**config.mk**
```make
export PLATFORM = sky130hd
export DESIGN_NAME = mem_arbiter
export DESIGN_NICKNAME = d
export VERILOG_FILES = /design/src/rtl/mem_arbiter.sv
export SDC_FILE = /design/constraint.sdc
export NUM_CORES = 1
export LEC_CHECK = 0
export CORE_AREA = 2 2 122 124
export CTS_BUF_LIST = sky130_fd_sc_hd__clkbuf_2 sky130_fd_sc_hd__clkbuf_4 sky130_fd_sc_hd__clkbuf_8
export DETAILED_ROUTE_END_ITERATION = 6
export DIE_AREA = 0 0 124 126
export PLACE_DENSITY = 0.52
export SYNTH_ARGS = -nofsm -noshare
export SYNTH_HDL_FRONTEND = slang
export SYNTH_SLANG_ARGS = --single-unit
```
**constraint.sdc**
```tcl
create_clock -name clk -period 3.3 [get_ports clk]
set_clock_uncertainty 0.15 [all_clocks]
set_input_delay 0.66 -clock clk [delete_from_list [all_inputs] [get_ports clk]]
set_output_delay 0.66 -clock clk [all_outputs]
set_load 0.02 [all_outputs]
```
**src/rtl/mem_arbiter.sv**
```systemverilog
`default_nettype none
// ============================================================================
//  Module      : mem_arbiter
//  Description : Two-port arbiter between the Qrisc32 instruction-fetch port
//                and data load/store port, sharing the single read port of
//                the `mem` instance. Data writes pass straight through to the
//                memory's independent write port. Read data is returned to
//                the port that issued the read one cycle later. A bounded
//                starvation counter guarantees forward progress for fetch
//                under sustained data reads. Memory access-fault pulses are
//                gathered into a sticky, clearable flag and a saturating
//                8-bit counter.
//
//  Ports
//    clk, reset            : clock; synchronous active-high reset
//    ir_rd/ir_addr         : fetch read request and byte address
//    ir_ready              : fetch granted this cycle (combinational)
//    ir_valid/ir_data      : fetched word, one cycle after the grant
//    dr_rd/dr_wr/dr_addr   : data read/write request and byte address
//    dr_wdata              : data write value
//    dr_ready              : data read granted this cycle (combinational)
//    dr_valid/dr_rdata     : loaded word, one cycle after the grant
//    m_add_r/m_rd          : memory read address / read strobe
//    m_add_w/m_data_w/m_wr : memory write address / data / strobe
//    m_data_r              : memory read data (1-cycle registered)
//    m_stop_active         : memory fault pulse
//    fault_clr             : clear fault status
//    fault/fault_cnt       : sticky fault flag / saturating fault count
//
//  Revision    : 1.0  - initial release
// ============================================================================
module mem_arbiter #(
    parameter int STARVE_LIMIT = 4   // legal range 1..15
) (
    input  logic        clk,
    input  logic        reset,

    // Instruction-fetch port
    input  logic        ir_rd,
    input  logic [31:0] ir_addr,
    output logic        ir_ready,
    output logic        ir_valid,
    output logic [31:0] ir_data,

    // Data load/store port
    input  logic        dr_rd,
    input  logic        dr_wr,
    input  logic [31:0] dr_addr,
    input  logic [31:0] dr_wdata,
    output logic        dr_ready,
    output logic        dr_valid,
    output logic [31:0] dr_rdata,

    // Memory side
    output logic [31:0] m_add_r,
    output logic [31:0] m_add_w,
    output logic [31:0] m_data_w,
    output logic        m_rd,
    output logic        m_wr,
    input  logic [31:0] m_data_r,
    input  logic        m_stop_active,

    // Fault status
    input  logic        fault_clr,
    output logic        fault,
    output logic [7:0]  fault_cnt
);

    // ------------------------------------------------------------------------
    // Constants
    // ------------------------------------------------------------------------
    localparam logic [3:0] c_STARVE_LIMIT = 4'(STARVE_LIMIT);

    // Owner of the read that is in flight in the memory pipeline
    localparam logic [1:0] c_OWN_NONE = 2'd0;
    localparam logic [1:0] c_OWN_IR   = 2'd1;
    localparam logic [1:0] c_OWN_DR   = 2'd2;

    localparam logic [7:0] c_FAULT_MAX = 8'hFF;

    // ------------------------------------------------------------------------
    // State
    // ------------------------------------------------------------------------
    logic [3:0] r_starve_cnt;
    logic [1:0] r_owner;
    logic       r_fault;
    logic [7:0] r_fault_cnt;

    logic       w_fetch_priority;
    logic       w_grant_ir;
    logic       w_grant_dr;
    logic [1:0] w_owner_nxt;

    // ------------------------------------------------------------------------
    // Read arbitration (same-cycle grant)
    //   Data normally wins a contended cycle; once fetch has been denied
    //   STARVE_LIMIT consecutive cycles it takes the port for one cycle.
    //   All grants are suppressed while reset is asserted.
    // ------------------------------------------------------------------------
    always_comb begin
        w_fetch_priority = (r_starve_cnt == c_STARVE_LIMIT);
        w_grant_ir       = 1'b0;
        w_grant_dr       = 1'b0;
        if (!reset) begin
            if (ir_rd && dr_rd) begin
                w_grant_ir = w_fetch_priority;
                w_grant_dr = !w_fetch_priority;
            end else begin
                w_grant_ir = ir_rd;
                w_grant_dr = dr_rd;
            end
        end
    end

    always_comb begin
        w_owner_nxt = c_OWN_NONE;
        if (w_grant_ir) begin
            w_owner_nxt = c_OWN_IR;
        end else if (w_grant_dr) begin
            w_owner_nxt = c_OWN_DR;
        end
    end

    assign ir_ready = w_grant_ir;
    assign dr_ready = w_grant_dr;
    assign m_rd     = w_grant_ir | w_grant_dr;
    // With no data grant (including idle) the read address rests on ir_addr.
    assign m_add_r  = w_grant_dr ? dr_addr : ir_addr;

    // ------------------------------------------------------------------------
    // Write path: unconditional pass-through, never stalled
    // ------------------------------------------------------------------------
    assign m_wr     = dr_wr & ~reset;
    assign m_add_w  = dr_addr;
    assign m_data_w = dr_wdata;

    // ------------------------------------------------------------------------
    // Fetch starvation counter
    //   Counts consecutive cycles in which fetch requested but lost. Any
    //   cycle where fetch is granted or not requesting restarts the count.
    // ------------------------------------------------------------------------
    always_ff @(posedge clk) begin
        if (reset) begin
            r_starve_cnt <= 4'd0;
        end else if (ir_rd && !w_grant_ir) begin
            if (r_starve_cnt != c_STARVE_LIMIT) begin
                r_starve_cnt <= r_starve_cnt + 4'd1;
            end
        end else begin
            r_starve_cnt <= 4'd0;
        end
    end

    // ------------------------------------------------------------------------
    // Return tracking
    //   The memory answers one cycle after the strobe, so the owner recorded
    //   at the grant edge qualifies m_data_r in the following cycle. Valids
    //   are also gated by reset so a reset landing in the return cycle drops
    //   the in-flight read.
    // ------------------------------------------------------------------------
    always_ff @(posedge clk) begin
        if (reset) begin
            r_owner <= c_OWN_NONE;
        end else begin
            r_owner <= w_owner_nxt;
        end
    end

    assign ir_valid = (r_owner == c_OWN_IR) & ~reset;
    assign dr_valid = (r_owner == c_OWN_DR) & ~reset;
    assign ir_data  = m_data_r;
    assign dr_rdata = m_data_r;

    // ------------------------------------------------------------------------
    // Fault status
    //   A fault arriving in the same cycle as a clear is kept: the clear
    //   empties the history and the new event is counted as the first one.
    // ------------------------------------------------------------------------
    always_ff @(posedge clk) begin
        if (reset) begin
            r_fault     <= 1'b0;
            r_fault_cnt <= 8'd0;
        end else if (m_stop_active) begin
            r_fault <= 1'b1;
            if (fault_clr) begin
                r_fault_cnt <= 8'd1;
            end else if (r_fault_cnt != c_FAULT_MAX) begin
                r_fault_cnt <= r_fault_cnt + 8'd1;
            end
        end else if (fault_clr) begin
            r_fault     <= 1'b0;
            r_fault_cnt <= 8'd0;
        end
    end

    assign fault     = r_fault;
    assign fault_cnt = r_fault_cnt;

endmodule
`default_nettype wire
```
# [Yosys cells after proc, flatten, opt, wreduce, memory -nomap -nowiden]
# Index checks and enable logic that the tools add are counted.
[op_classes] mux=13 eq_ne=5 bitwise_logic=6 add_sub_neg=2 reduce_logical=9
[op_table] op="32-bit 2-to-1 mux" n=1
[op_table] op="8-bit 2-to-1 mux" n=4
[op_table] op="8-bit by 1-bit adder with 8-bit output, second input constant" n=1
[op_table] op="8-bit != test, second input constant" n=1
[op_table] op="1-bit 2-to-1 mux" n=7
[op_table] op="4-bit by 1-bit adder with 4-bit output, second input constant" n=1
[op_table] op="4-bit by 3-bit == test with 1-bit output, second input constant" n=1
[op_table] op="4-bit by 3-bit != test with 1-bit output, second input constant" n=1
[op_table] op="2-bit nonzero test" n=2
[op_table] op="2-bit OR reduction" n=2
[op_table] op="1-bit AND" n=3
[op_table] op="2-bit by 1-bit == test with 1-bit output, second input constant" n=1
[op_table] op="2-bit == test, second input constant" n=1
[op_table] op="1-bit logical AND" n=2
[op_table] op="1-bit logical NOT" n=2
[op_table] op="2-bit 2-to-1 mux" n=1
[op_table] op="1-bit inverter" n=2
[op_table] op="2-bit AND reduction" n=1
[op_table] op="1-bit bitwise OR" n=1
[totals] out_inout_bits=175 word_cells=40 inputBits=135 reg_bits=15

# [Depth between registers and ports, before layout]
# Gate-level depths: netlist of the first run.
[depth] word_depth=7 depth_mapped=6 ltp_nobuf=5

# [Worst setup path after synthesis of the first run]
# No wires, ideal clock.
[synth_timing] kind="input port to output port" start="input port ir_rd" end="output port m_add_r[22]" setup_slack_ns=0.911 required_ns=2.490 t_arrival_ns=1.579 stages=4 path_cell_list="inv_1 -> o21ai_4 -> buf_8 -> mux2_1"
[synth_between] elab_chain_len=4
[synth_lines] element="start, declared" line="39" text="input logic ir_rd,"
[synth_lines] element="1-bit logical AND" line="105" text="if (ir_rd && dr_rd) begin"
[synth_lines] element="1-bit 2-to-1 mux" line="105"
[synth_lines] element="1-bit 2-to-1 mux" line="104" text="if (!reset) begin"
[synth_lines] element="32-bit 2-to-1 mux" line="128" text="assign m_add_r = w_grant_dr ? dr_addr : ir_addr;"
[synth_lines] element="end, declared" line="55" text="output logic [31:0] m_add_r,"
# No other way between the ends.

# [Worst setup path in the final report of the first run]
[layout_timing] start="input port reset" end="output port m_add_r[31]"
[layout_between] elab_chain_len=2
[layout_lines] element="start, declared" line="36" text="input logic reset,"
[layout_lines] element="1-bit 2-to-1 mux" line="104"
[layout_lines] element="32-bit 2-to-1 mux" line="128"
# No other way between the ends.

==> results.py, run 1 <==
metrics = {
    "yosys": {
        "synth_warnings": 0,
        "synth_common_cells": "buf_4 (128), mux2_2 (28), dfxtp_1 (15)",
        "ys_seq_area_share_pct": 14.1,
        "syn_area_per_cell_um2": 8.52,
        "ys_ff_latch": 15,
        "synth_nets": 388,
        "synthCells": 250,
        "ys_types": 35,
        "ys_top_cells_by_area": "buf_4 (45%), mux2_2 (15%), dfxtp_1 (14%), a211oi_1 (2.1%), buf_8 (2.1%)",
        "async_flop_share_pct": 0,
        "netlist.area_leader.share_pct": 45.1,
        "synth.most_common_cell": "buf_4",
        "synth_edf_count": 0,
        "synth-main-ff-cell": "dfxtp_1",
        "syn_area_mm2": 0.00213,
        "synth_top_cell_by_area": "buf_4",
    },
    "worst_setup_path": {
        "critPathArrivalTime_ns": 2.36,
        "cp_max_fo": 7,
        "required_ns": 2.49,
        "end_kind": "output port",
        "cp-start-kind": "input pin",
        "worstSetupPathType": "input pin to output port",
    },
    "floorplanning": {
        "core-area_mm2": 0.0143,
        "num_io_pins": 310,
        "num_rows": 44,
        "fp.dieH_um": 126,
        "die_x_um": 124,
        "die_area_mm2": 0.0156,
        "start_util_pct": 14.9,
    },
    "cells_and_area": {
        "syn2layout_area_growth_pct": 36.1,
        "fillers": 1569,
        "drive_above_1_share_pct": 15.3,
        "final_cell_area_mm2": 0.00290,
        "n_antenna_cell": 0,
        "final_util_pct": 20.3,
        "nets": 414,
    },
    "sta": {
        "period_share_pct": 96.0,
        "tightest_slew_ns": 0.325,
        "fmax_mhz": 316,
        "rsz0062_at_grt": "no",
        "period_needed_ns": 3.17,
        "relSlewSlack_pct": 78.3,
        "hold_viol_final": 0,
        "setup_viol": 0,
        "final_max_slew_viol_count": 0,
    },
    "cts": {
        "cts_tree": "built",
        "clock_path_buffers": 2,
        "numCtsBuffers": 3,
        "ctsHtreeMaxLevel": 1,
        "cts_sinks": 15,
        "holdBufCountCts": 0,
        "cts_root_buffer": "clkbuf_8",
        "clk_pin_slew_worst_paths_ns": 0.06,
        "insertion_delay_ns": 0.25,
    },
    "routing": {
        "drc_errors": 0,
        "wire_per_inst_um": 14.7,
        "num_vias": 1633,
        "first_pass_iters": 4,
        "drt_iter0_drc": 11,
        "drt-vias-per-instance": 3.56,
        "routed_wl_mm": 6.74,
        "ant_nets": 0,
    },
    "power_and_ir_drop": {
        "p_per_area_mw_per_mm2": 231,
        "power.total_uw": 670,
        "cellLeakagePower_uw": 0.00108,
        "peakVddDrop_mv": 0.139,
    },
    "placed_design": {
        "port_buffers": 149,
        "place.gp.congestion": 0.733,
        "placed_area_mm2": 0.00289,
        "hpwl_mm": 5.74,
    },
    "min_path": {
        "hp-class": "flip-flop to flip-flop",
    },
    "global_route": {
        "grt_pass1_vias": 1671,
        "grt_max_degree": 21,
        "overflow": 0,
        "grt_pass1_wl_mm": 8.87,
        "antenna_found_initial": 0,
        "track_usage_pct": 7.40,
    },
    "outcome": {
        "status": "completed",
    },
    "flow_run": {
        "drv_cap": 0,
    },
}
==> logic make-up after synthesis <==
family	Yosys count	share of synthesized area, %
AND/OR/NAND/NOR	34	9.81
buffers and inverters	143	49.5
XOR/XNOR	2	0.822
flip-flops	15	14.1
AO/OA/AOI/OAI	20	6.64
multiplexers	33	17.4
adder cells (fa/ha/maj)	3	1.76
==> what timing repair did <==
| action | in CTS | in global routing |
|---|---|---|
| resized for setup | 32 | 0 |
| endpoints found under the setup margin | 32 | 0 |
| buffers inserted | 0 | 0 |
| hold endpoints to repair | 0 | 0 |
==> through the flow <==
stage          std cells  hold slack [ns]  setup TNS, ns  setup WS (ns)
3_3_place_gp         455            0.297          -1.27        -0.0920
2_1_floorplan        250            0.280              0          0.911
5_1_grt              459            0.344              0         0.0355
3_5_place_dp         455            0.315          -2.22         -0.128
4_1_cts              459            0.331              0         0.0939
6_report             459            0.320              0          0.131
==> cells in the final DEF (no fill, tap or decap), types with 2 or more instances in the layout <==
cell type and count:
clkbuf_8 3, a31oi_1 2, nand4b_1 2, a21oi_1 7, buf_4 6, nand2_1 4, dlygate4sd2_1 32, mux2_2 28
a211oi_1 6, nand3_1 2, nor3_1 4, nor2_1 7, mux2_1 4, and4_1 2, inv_1 8, dfxtp_1 15
nor3b_1 3, clkdlybuf4s50_1 117, nand4_1 3, ha_1 3
==> state kept, by name (all words and copies together) (netlist names) <==
register and count:
fault 1, r_owner 2, r_starve_cnt 4, fault_cnt 8
==> cell type report <==
| class | count | area [µm²] | area share [%] |
|---|---|---|---|
| clock inverter | 1 | 5.00 | 0.173 |
| multi-input combinational | 92 | 776 | 26.8 |
| sequential | 15 | 300 | 10.4 |
| inverter | 8 | 30.0 | 1.04 |
| clock buffer | 3 | 41.3 | 1.42 |
| timing repair buffer | 156 | 1520 | 52.3 |
| tap | 184 | 230 | 7.94 |
==> critical path, stage by stage <==
cell and delay [ns]:
clkdlybuf4s50_1 0.48, and2b_1 0.21, o21ai_4 0.09, buf_4 0.21, mux2_2 0.37, dlygate4sd2_1 0.33
==> where the power goes <==
part | internal (µW) | switching, µW | total, µW
clock | 83.6 | 66.3 | 150
combinational | 183 | 148 | 331
sequential | 185 | 4.05 | 189
==> final timing paths <==
path,from,endpoint,slack [ns],cells past startpoint
min reg2reg,r_starve_cnt[0],r_starve_cnt[0],0.32,1
max reg2reg,fault_cnt[0],fault_cnt[6],1.67,4
min,r_starve_cnt[0],r_starve_cnt[0],0.32,1
max,reset,m_add_r[31],0.13,6
==> layer usage <==
metal | part of all wire [%] | wire length [µm] | global-route usage [%] | vias to the layer above
li1 | - | - | - | 756
met1 | 35 | 2360 | 7.52 | 732
met2 | 49 | 3320 | 13.9 | 141
met3 | 15 | 1040 | 3.71 | 4
met4 | 0.22 | 15 | 0.661 | 0
met5 | 0 | 0 | 0 | -
Power figures use the tool's default switching activity.
==> inputs of run 2 (changes only) <==
CAP_MARGIN = 5   (was default)
==> results of run 2 <==
No change in the layout: final DEF, timing and power equal those of run 1.
